$ cat src/rtl/round_robin_mux_arbiter_pkg.sv
// rtl/round_robin_mux_arbiter_pkg.sv - shared types, constants and round-robin search helper
// Purpose: arbiter FSM state enum, requester count, select width, winner search.
package round_robin_mux_arbiter_pkg;

  localparam int unsigned NUM_REQ = 4;
  localparam int unsigned SEL_W   = 2;

  typedef enum logic {
    IDLE  = 1'b0,
    GRANT = 1'b1
  } state_e;

  typedef struct packed {
    logic             found;
    logic [SEL_W-1:0] idx;
  } pick_t;

  // First set request bit at or after ptr, wrapping modulo NUM_REQ.
  // Iterating from the farthest candidate down lets the nearest one win last.
  function automatic pick_t rr_pick(input logic [NUM_REQ-1:0] req_v,
                                    input logic [SEL_W-1:0]   ptr);
    pick_t            res;
    logic [SEL_W-1:0] cand;
    res = '0;
    for (int k = NUM_REQ - 1; k >= 0; k--) begin
      cand = ptr + k[SEL_W-1:0];
      if (req_v[cand]) begin
        res.found = 1'b1;
        res.idx   = cand;
      end
    end
    return res;
  endfunction

  function automatic logic [NUM_REQ-1:0] onehot(input logic [SEL_W-1:0] idx);
    return NUM_REQ'(1) << idx;
  endfunction

endpackage

$ cat src/rtl/fourToOneMux.sv
// rtl/fourToOneMux.sv - shared 4:1 single-bit data multiplexer
// Ports: d[3:0] data inputs, s[1:0] select, y = d[s].
module fourToOneMux (
  input  logic [3:0] d,
  input  logic [1:0] s,
  output logic       y
);

  assign y = d[s];

endmodule

$ cat src/rtl/round_robin_mux_arbiter.sv
// rtl/round_robin_mux_arbiter.sv - 4-requester round-robin arbiter driving a shared 4:1 data mux
// Ports: clk, rst_n (async, active-low); req[3:0], data_in[3:0] per requester;
//        out_ready from sink; grant[3:0] one-hot, sel[1:0] mux select,
//        data_out = data_in[sel], out_valid = transfer present.
module round_robin_mux_arbiter
  import round_robin_mux_arbiter_pkg::*;
#(
  parameter int unsigned MAX_BURST = 4
) (
  input  logic               clk,
  input  logic               rst_n,
  input  logic [NUM_REQ-1:0] req,
  input  logic [NUM_REQ-1:0] data_in,
  input  logic               out_ready,
  output logic [NUM_REQ-1:0] grant,
  output logic [SEL_W-1:0]   sel,
  output logic               data_out,
  output logic               out_valid
);

  localparam logic [3:0] LAST_XFER = 4'(MAX_BURST - 1);

  state_e               state_q, state_d;
  logic [NUM_REQ-1:0]   grant_q, grant_d;
  logic [SEL_W-1:0]     sel_q, sel_d;
  logic [3:0]           cnt_q, cnt_d;
  logic [SEL_W-1:0]     ptr_q, ptr_d;

  logic                 valid;
  logic                 xfer;
  logic                 release_now;
  logic [SEL_W-1:0]     ptr_rel;
  pick_t                pick_idle;
  pick_t                pick_rel;

  assign valid       = (state_q == GRANT) && req[sel_q];
  assign xfer        = valid && out_ready;
  assign release_now = (state_q == GRANT) &&
                       (!req[sel_q] || (xfer && (cnt_q == LAST_XFER)));
  // Searching from sel+1 puts the releasing requester last in line.
  assign ptr_rel     = sel_q + 2'd1;
  assign pick_idle   = rr_pick(req, ptr_q);
  assign pick_rel    = rr_pick(req, ptr_rel);

  always_comb begin
    state_d = state_q;
    grant_d = grant_q;
    sel_d   = sel_q;
    cnt_d   = cnt_q;
    ptr_d   = ptr_q;
    case (state_q)
      IDLE: begin
        if (pick_idle.found) begin
          state_d = GRANT;
          grant_d = onehot(pick_idle.idx);
          sel_d   = pick_idle.idx;
          cnt_d   = 4'd0;
        end
      end
      GRANT: begin
        if (xfer) begin
          cnt_d = cnt_q + 4'd1;
        end
        if (release_now) begin
          ptr_d = ptr_rel;
          cnt_d = 4'd0;
          if (pick_rel.found) begin
            grant_d = onehot(pick_rel.idx);
            sel_d   = pick_rel.idx;
          end else begin
            state_d = IDLE;
            grant_d = '0;
            sel_d   = '0;
          end
        end
      end
      default: begin
        state_d = IDLE;
        grant_d = '0;
        sel_d   = '0;
        cnt_d   = 4'd0;
      end
    endcase
  end

  always_ff @(posedge clk or negedge rst_n) begin
    if (!rst_n) begin
      state_q <= IDLE;
      grant_q <= '0;
      sel_q   <= '0;
      cnt_q   <= 4'd0;
      ptr_q   <= '0;
    end else begin
      state_q <= state_d;
      grant_q <= grant_d;
      sel_q   <= sel_d;
      cnt_q   <= cnt_d;
      ptr_q   <= ptr_d;
    end
  end

  assign grant     = grant_q;
  assign sel       = sel_q;
  assign out_valid = valid;

  fourToOneMux u_mux (
    .d (data_in),
    .s (sel_q),
    .y (data_out)
  );

endmodule

$ cat config.mk
export PLATFORM = sky130hd
export DESIGN_NAME = round_robin_mux_arbiter
export DESIGN_NICKNAME = d
export VERILOG_FILES = /design/src/rtl/round_robin_mux_arbiter_pkg.sv /design/src/rtl/fourToOneMux.sv /design/src/rtl/round_robin_mux_arbiter.sv
export SDC_FILE = /design/constraint.sdc
export NUM_CORES = 1
export LEC_CHECK = 0
export ABC_AREA = 1
export CAP_MARGIN = 10
export CORE_ASPECT_RATIO = 1.1
export CORE_UTILIZATION = 65
export CTS_BUF_LIST = sky130_fd_sc_hd__clkbuf_2 sky130_fd_sc_hd__clkbuf_4 sky130_fd_sc_hd__clkbuf_8
export DETAILED_ROUTE_END_ITERATION = 16
export DONT_BUFFER_PORTS = 1
export GPL_TIMING_DRIVEN = 0
export PLACE_DENSITY = 0.91
export SYNTH_ARGS = -nofsm -noshare
export SYNTH_HDL_FRONTEND = slang
export SYNTH_SLANG_ARGS = --single-unit
$ cat constraint.sdc
create_clock -name clk -period 1.98 [get_ports clk]
set_input_delay 0.297 -clock clk [delete_from_list [all_inputs] [get_ports clk]]
set_output_delay 0.297 -clock clk [all_outputs]
set_load 0.02 [all_outputs]
==> results of run 1 <==
[power by group through the flow]
| stage | sequential [W] | clock (W) | combinational [W] |
|---|---|---|---|
| global route | 0.000586 | 0.000192 | 0.00202 |
| detailed placement | 0.000574 | 0 | 0.00173 |
| CTS | 0.000569 | 0.000183 | 0.00175 |
| floorplan | 0.000545 | 0 | 0.00146 |
| global placement | 0.000565 | 0 | 0.00166 |
| finish | 0.000571 | 0.000180 | 0.00177 |
[cells in the mapped netlist (all sizes together)]
library cell | n | share of area (%)
o21bai | 1 | 0.66
or2 | 1 | 0.77
ha | 1 | 1.1
and3 | 1 | 0.55
o22ai | 2 | 1.6
a21oi | 8 | 4.8
clkinv | 1 | 0.33
nand2 | 88 | 33
nand3 | 14 | 6.2
dfrtp | 13 | 29
nand4 | 3 | 1.6
inv | 25 | 8.5
nor3 | 1 | 0.44
buf | 2 | 1.4
o21ai | 6 | 2.6
nor2 | 21 | 7.6
nand3b | 1 | 0.66
[final cells by class]
cell class | instances | area share, %
plain buffers | 2 | 1.35
well taps | 17 | 1.76
flip-flops and latches | 13 | 27.0
multi-input cells | 148 | 58.3
clock buffers | 4 | 2.48
inverters | 26 | 8.28
repair buffers | 1 | 0.828
[routing by layer]
layer | up-vias | part of all wire (%) | GRT usage, % | wire length [um]
met5 | - | 0 | 0 | 0
met4 | 0 | 2.6 | 14.8 | 65
met3 | 7 | 4.5 | 4.37 | 111
met2 | 27 | 52 | 55.9 | 1300
met1 | 535 | 41 | 31.4 | 1010
li1 | 598 | - | - | -
[cells by family after synthesis]
kind of cell,synth area share [%]
and+or+nand+nor,50.3
buffers and inverters,10.2
AOI/OAI and AO/OA,9.78
DFF,28.6
adders and majority gates,1.10
[how the worst max path moves through the flow]
stage | end | slack, ns | startpoint | depth (start not counted)
4_1_cts | cnt_q[3]$_DFFE_PN0P_ | 0.07 | sel[0]$_DFFE_PN0P_ | 12
5_1_grt | sel[1]$_DFFE_PN0P_ | 0.02 | sel[1]$_DFFE_PN0P_ | 11
2_1_floorplan | cnt_q[3]$_DFFE_PN0P_ | 0.20 | sel[0]$_DFFE_PN0P_ | 12
3_5_place_dp | cnt_q[3]$_DFFE_PN0P_ | -0.02 | sel[0]$_DFFE_PN0P_ | 12
3_3_place_gp | cnt_q[3]$_DFFE_PN0P_ | 0.07 | sel[0]$_DFFE_PN0P_ | 12
6_report | data_out | 0.17 | sel[1]$_DFFE_PN0P_ | 2
[registers in the layout (all words and copies together), names as in the netlist]
name and flops:
cnt_q 4, grant 4, ptr_q 2, sel 2
state_q 1
[worst max-delay path: cells and delay by family, from the launching register on]
family	cells	cell delay, ns
AOI/OAI and AO/OA	2	0.61
DFF	1	0.62
[stage by stage]
step / std cells / utilization, % / hold WS, ns / cell area [um^2]
floorplan: 189 / - / 0.00141 / 1140
global placement: 206 / 72.7 / 0.00163 / 1160
detailed placement: 206 / 72.7 / 0.00158 / 1160
CTS: 211 / 75.4 / 0.327 / 1200
global route: 211 / 75.8 / 0.352 / 1210
finish: 211 / 75.8 / 0.335 / 1210
[repair_timing]
action | in CTS | in global routing
setup buffers | 0 | 0
endpoints found under the setup margin | 1 | 3
hold buffers | 1 | 0
endpoints found under the hold margin | 13 | 0
resized for setup | 1 | 2
==> metrics.md, run 1 <==
| Metric | Value |
|---|---|
| Run status | `complete, no violations` |
| Root Driver | `clkbuf_4` |
| Slew margin rel. | `just under 60%` |
| Final wirelength | `about 2.5 mm` |
| Pwr per Cell Area | `2080 nW/um^2` |
| Clk slew on worst S/H paths | `0.08 ns` |
| Count of buffers from port buffering | `0` |
| TritonCTS Sinks | `13` |
| Reg power frac | `between 20% and 30%` |
| Setup repair after global routing missed its margin | `false` |
| Number of buffers created by CTS | `3` |
| Worst r2r src | `sel[0]$_DFFE_PN0P_` |
| First-pass GRT wire length | `4.26 mm` |
| TNS Setup | `0 ns` |
| Worst Setup Start Kind | `flip-flop` |
| Die ar. | `between 1500 and 2000 um^2` |
| Die W | `roughly 42 um` |
| Clock Path Buffers | `2` |
| Mean Syn Cell Area | `approximately 6 um^2` |
| CP max FO | `8` |
| Post-route setup slack | `0.167 ns` |
| Antenna violations before repair | `0` |
| DR WL/cell | `approximately 12 um` |
| Hold Path Depth | `4` |
| Slew @ Worst Pin | `0.603 ns` |
| H-tree depth | `1` |
| Vias per cell | `roughly 5.5` |
| WHS Endpoint | `state_q$_DFF_PN0_` |
| Tot GR Track Use | `29.2%` |
| 1st-iter DRT viols | `22` |
| Post-synthesis cell area | `around 1100 um^2` |
| Final hold vios | `0` |
| Warnings, synthesis | `0` |
| Netlist cell types | `26` |
| Placeable Area | `roughly 1600 um^2` |
| Initial Utilization | `71.4%` |
| Vias in the first global route | `~1100` |
| Minimum clock period | `between 1.5 and 2 ns` |
| Total grt overflow | `0` |
| FF+latch count, synth | `13` |
| R2r setup slk | `0.20 ns` |
| Cell-internal power | `between 0.001 and 0.0015 W` |
| Maximum vdd ir drop | `1.08 mV` |
| Area of the multi-input gates | `704 um^2` |
| Final GP Congestion | `roughly 0.87` |
| Psw | `between 0.001 and 0.0015 W` |
| R2R cell count | `12` |
| Sw frac | `between 50% and 60%` |
| Worst min-delay path startpoint | `req[2]` |
| Final #Nets | `just over 200` |
| Setup Viol. Count Final | `0` |
| DR DRC count | `0` |
| Largest net degree at the start of global routing | `14` |
| CP max stage delay | `between 0.6 and 0.7 ns` |
| Comb pwr share | `between 70% and 80%` |
| CTS tree | `built` |
| Most frequent cells in the layout | `76 x nand2_1, 18 x inv_1, 17 x nor2_1` |
| Row cnt | `15` |
| Syn_nets | `between 200 and 250` |
| Count of pins over their slew limit | `0` |
| Fmax | `approximately 550 MHz` |
| Crit Path Category | `reg2out` |
| Class of the worst hold path | `in2reg` |
| Reg-to-Reg End | `cnt_q[3]$_DFFE_PN0P_` |
| Max-cap violation count | `0` |
| I/O pins | `19` |
| Final antenna-violating net count | `0` |
| Fillers | `roughly 120` |
| Clk_lat worst skew | `roughly 0.28 ns` |
| CP Capture Type | `output pin` |
| Initial DRT Pass Iterations | `4` |
| Setup WS pre-CTS | `-0.0221 ns` |
| Most common cell after layout, fill and taps aside | `nand2_1` |
| Overall Power | `roughly 0.0025 W` |
| Final worst path period share | `about nine tenths` |
| Setup Skew | `approximately 0.0036 ns` |
| Reg area | `approximately 330 um^2` |
| CP Cell Sequence | `o21ai_0 -> o22ai_1` |
| Slowest-stage cell, CP | `dfrtp_1` |
| DP Wirelength | `about 2 mm` |
| # diodes | `0` |
| Die Y | `about 46 um` |
| Clk pwr share | `approximately 7%` |
| Worst Path Arrival | `~1.5 ns` |
| Via count | `approximately 1200` |
| Leakage | `approximately 0.71 nW` |
| Layout area overhead | `6.15%` |
| Share of cells above drive strength 1 | `between 10% and 20%` |
| Worst Path Required | `1.68 ns` |
| Sequential area share after synthesis | `28.6%` |
| Synthesized instance count | `189` |
No activity file was read; power rests on OpenSTA's default activity.
==> run 2, diff against run 1 <==
Settings changed: CORE_ASPECT_RATIO 1.1 to not set, CORE_UTILIZATION 65 to 62, CTS_BUF_LIST sky130_fd_sc_hd__clkbuf_2 sky130_fd_sc_hd__clkbuf_4 sky130_fd_sc_hd__clkbuf_8 to not set, PLACE_DENSITY 0.91 to 0.88.
==> metrics.md, run 2 (same netlist as run 1, synthesis figures left out) <==
| Metric | Value |
|---|---|
| DR WL/cell | `11.8 um (about the same)` |
| Run status | `complete, no violations (unchanged)` |
| Final hold vios | `0 (unchanged)` |
| Clk pwr share | `6.6% (was 7.1%)` |
| Number of buffers created by CTS | `3 (unchanged)` |
| Vias per cell | `5.30 (was 5.53)` |
| Antenna violations before repair | `0 (unchanged)` |
| Setup Skew | `0.00218 ns (was 0.00364 ns)` |
| Fin util | `70.4% (was 75.8%)` |
| Root Driver | `clkbuf_4 (unchanged)` |
| I/O pins | `19 (unchanged)` |
| Final #Nets | `207 (unchanged)` |
| Share of cells above drive strength 1 | `18.0% (was 18.6%)` |
| Count of pins over their slew limit | `0 (unchanged)` |
| Class of the worst hold path | `in2reg (unchanged)` |
| CP max FO | `8 (unchanged)` |
| Vias in the first global route | `1096 (was 1140)` |
| TNS Setup | `0 ns (unchanged)` |
| Psw | `0.00145 W (was 0.00142 W)` |
| Slew @ Worst Pin | `0.592 ns (was 0.603 ns)` |
| Setup repair after global routing missed its margin | `false (unchanged)` |
| Initial Utilization | `65.9% (was 71.4%)` |
| Die W | `44.9 um (was 41.9 um)` |
| Worst Path Arrival | `1.97 ns (was 1.52 ns)` |
| Reg power frac | `22.7% (about the same)` |
| Leakage | `0.710 nW (was 0.713 nW)` |
| # diodes | `0 (unchanged)` |
| 1st-iter DRT viols | `39 (was 22)` |
| DR DRC count | `0 (unchanged)` |
| Most frequent cells in the layout | `76 x nand2_1, 18 x inv_1, 17 x nor2_1 (unchanged)` |
| TritonCTS Sinks | `13 (unchanged)` |
| Worst Setup Start Kind | `flip-flop (unchanged)` |
| Hold slack | `0.322 ns (was 0.335 ns)` |
| Clk slew on worst S/H paths | `0.08 ns (about the same)` |
| CTS tree | `built (unchanged)` |
| Setup Viol. Count Final | `0 (unchanged)` |
| Cell-internal power | `0.00108 W (was 0.00109 W)` |
| Fillers | `156 (was 122)` |
| Most common cell after layout, fill and taps aside | `nand2_1 (unchanged)` |
| Die ar. | `2010 um^2 (was 1920 um^2)` |
| Comb pwr share | `70.7% (was 70.2%)` |
| Pwr per Cell Area | `2090 nW/um^2 (was 2080 nW/um^2)` |
| Clk_lat worst skew | `0.28 ns (about the same)` |
| Sw frac | `57.3% (was 56.5%)` |
| Count of buffers from port buffering | `0 (unchanged)` |
| Worst Path Required | `2.15 ns (was 1.68 ns)` |
| Clock Path Buffers | `2 (unchanged)` |
| Crit Path Category | `reg2reg (was reg2out)` |
| Layout area overhead | `6.70% (was 6.15%)` |
| Largest net degree at the start of global routing | `14 (unchanged)` |
| Minimum clock period | `1.80 ns (was 1.81 ns)` |
| First-pass GRT wire length | `4.37 mm (was 4.26 mm)` |
| H-tree depth | `1 (unchanged)` |
| Placeable Area | `1730 um^2 (was 1600 um^2)` |
| Final antenna-violating net count | `0 (unchanged)` |
| Die Y | `44.9 um (was 45.9 um)` |
| Tot GR Track Use | `29.3% (was 29.2%)` |
| Final worst path period share | `90.7% (was 91.6%)` |
| Final GP Congestion | `0.887 (was 0.872)` |
| Final wirelength | `2.58 mm (was 2.48 mm)` |
| Row cnt | `15 (unchanged)` |
| Via count | `1160 (was 1167)` |
| DP Wirelength | `2.05 mm (was 2.02 mm)` |
| Total grt overflow | `0 (unchanged)` |
| Fmax | `557 MHz (was 552 MHz)` |
| Slew margin rel. | `60.4% (was 59.7%)` |
| Initial DRT Pass Iterations | `4 (unchanged)` |
| Max-cap violation count | `0 (unchanged)` |
| Maximum vdd ir drop | `1.16 mV (was 1.08 mV)` |
| CP Capture Type | `flip-flop (was output pin)` |
run 2: cell counts in the layout (fill, tap and decap cells not counted):
Identical to the previous run, type by type.
run 2: repair_timing:
action / in CTS / in global routing
endpoints found under the setup margin: 1 / 2
hold endpoints to repair: 13 / 0
buffers inserted: 0 / 0
gates resized for setup: 1 / 2
hold buffers: 1 / 0
run 2: final timing paths:
kind / startpoint / to / slack [ns] / cells past startpoint
setup / recovery: sel[1]$_DFFE_PN0P_ / grant[3]$_DFFE_PN0P_ / 0.18 / 11
hold / removal: req[2] / state_q$_DFF_PN0_ / 0.32 / 4
setup reg to reg: sel[1]$_DFFE_PN0P_ / grant[3]$_DFFE_PN0P_ / 0.18 / 11
hold reg to reg: cnt_q[3]$_DFFE_PN0P_ / cnt_q[3]$_DFFE_PN0P_ / 0.55 / 2
max in group asynchronous: rst_n / sel[0]$_DFFE_PN0P_ / 1.10 / 1
min in group asynchronous: rst_n / cnt_q[3]$_DFFE_PN0P_ / 0.46 / 1
run 2: stage by stage:
stage               instance area [um^2]  cells  setup slack (ns)  power [W]
floorplan                           1140    189             0.203    0.00200
global placement                    1170    214            0.0712    0.00222
detailed placement                  1170    214            0.0131    0.00233
CTS                                 1210    219             0.114    0.00250
global route                        1210    219            0.0616    0.00278
finish                              1210    219             0.184    0.00253
run 2: area by class of cell:
class                   count  area [um^2]  area share [%]
multi-input cells         148          704            58.0
flip-flops and latches     13          327            26.9
inverters                  26          100            8.24
well taps                  25         31.3            2.57
clock buffers               4         26.3            2.16
plain buffers               2         16.3            1.34
repair buffers              1         10.0           0.824
run 2: critical path, stage by stage, from the launching register on:
cell and delay, ns:
dfrtp_1 0.63, inv_2 0.10, nand2_1 0.10, nand2_2 0.08, nand2_1 0.09, nand2_1 0.05
nand2_1 0.05, nand2_1 0.06, a21oi_2 0.24, nand2_1 0.12, nand2_1 0.11, a21oi_2 0.05
run 2: power groups by stage:
stage	registers, W	logic (W)	clock network, W
after global placement	0.000568	0.00165	0
after detailed placement	0.000579	0.00175	0
final	0.000576	0.00179	0.000167
after global routing	0.000589	0.00202	0.000175
after floorplan	0.000545	0.00146	0
after CTS	0.000573	0.00177	0.000162
run 2: metal layers:
metal | up-vias | share of wire [%] | global-route usage [%]
li1 | 595 | - | -
met1 | 525 | 43 | 34.3
met2 | 34 | 51 | 52.9
met3 | 6 | 4.1 | 6.40
met4 | 0 | 1.5 | 9.09
met5 | - | 0 | 0
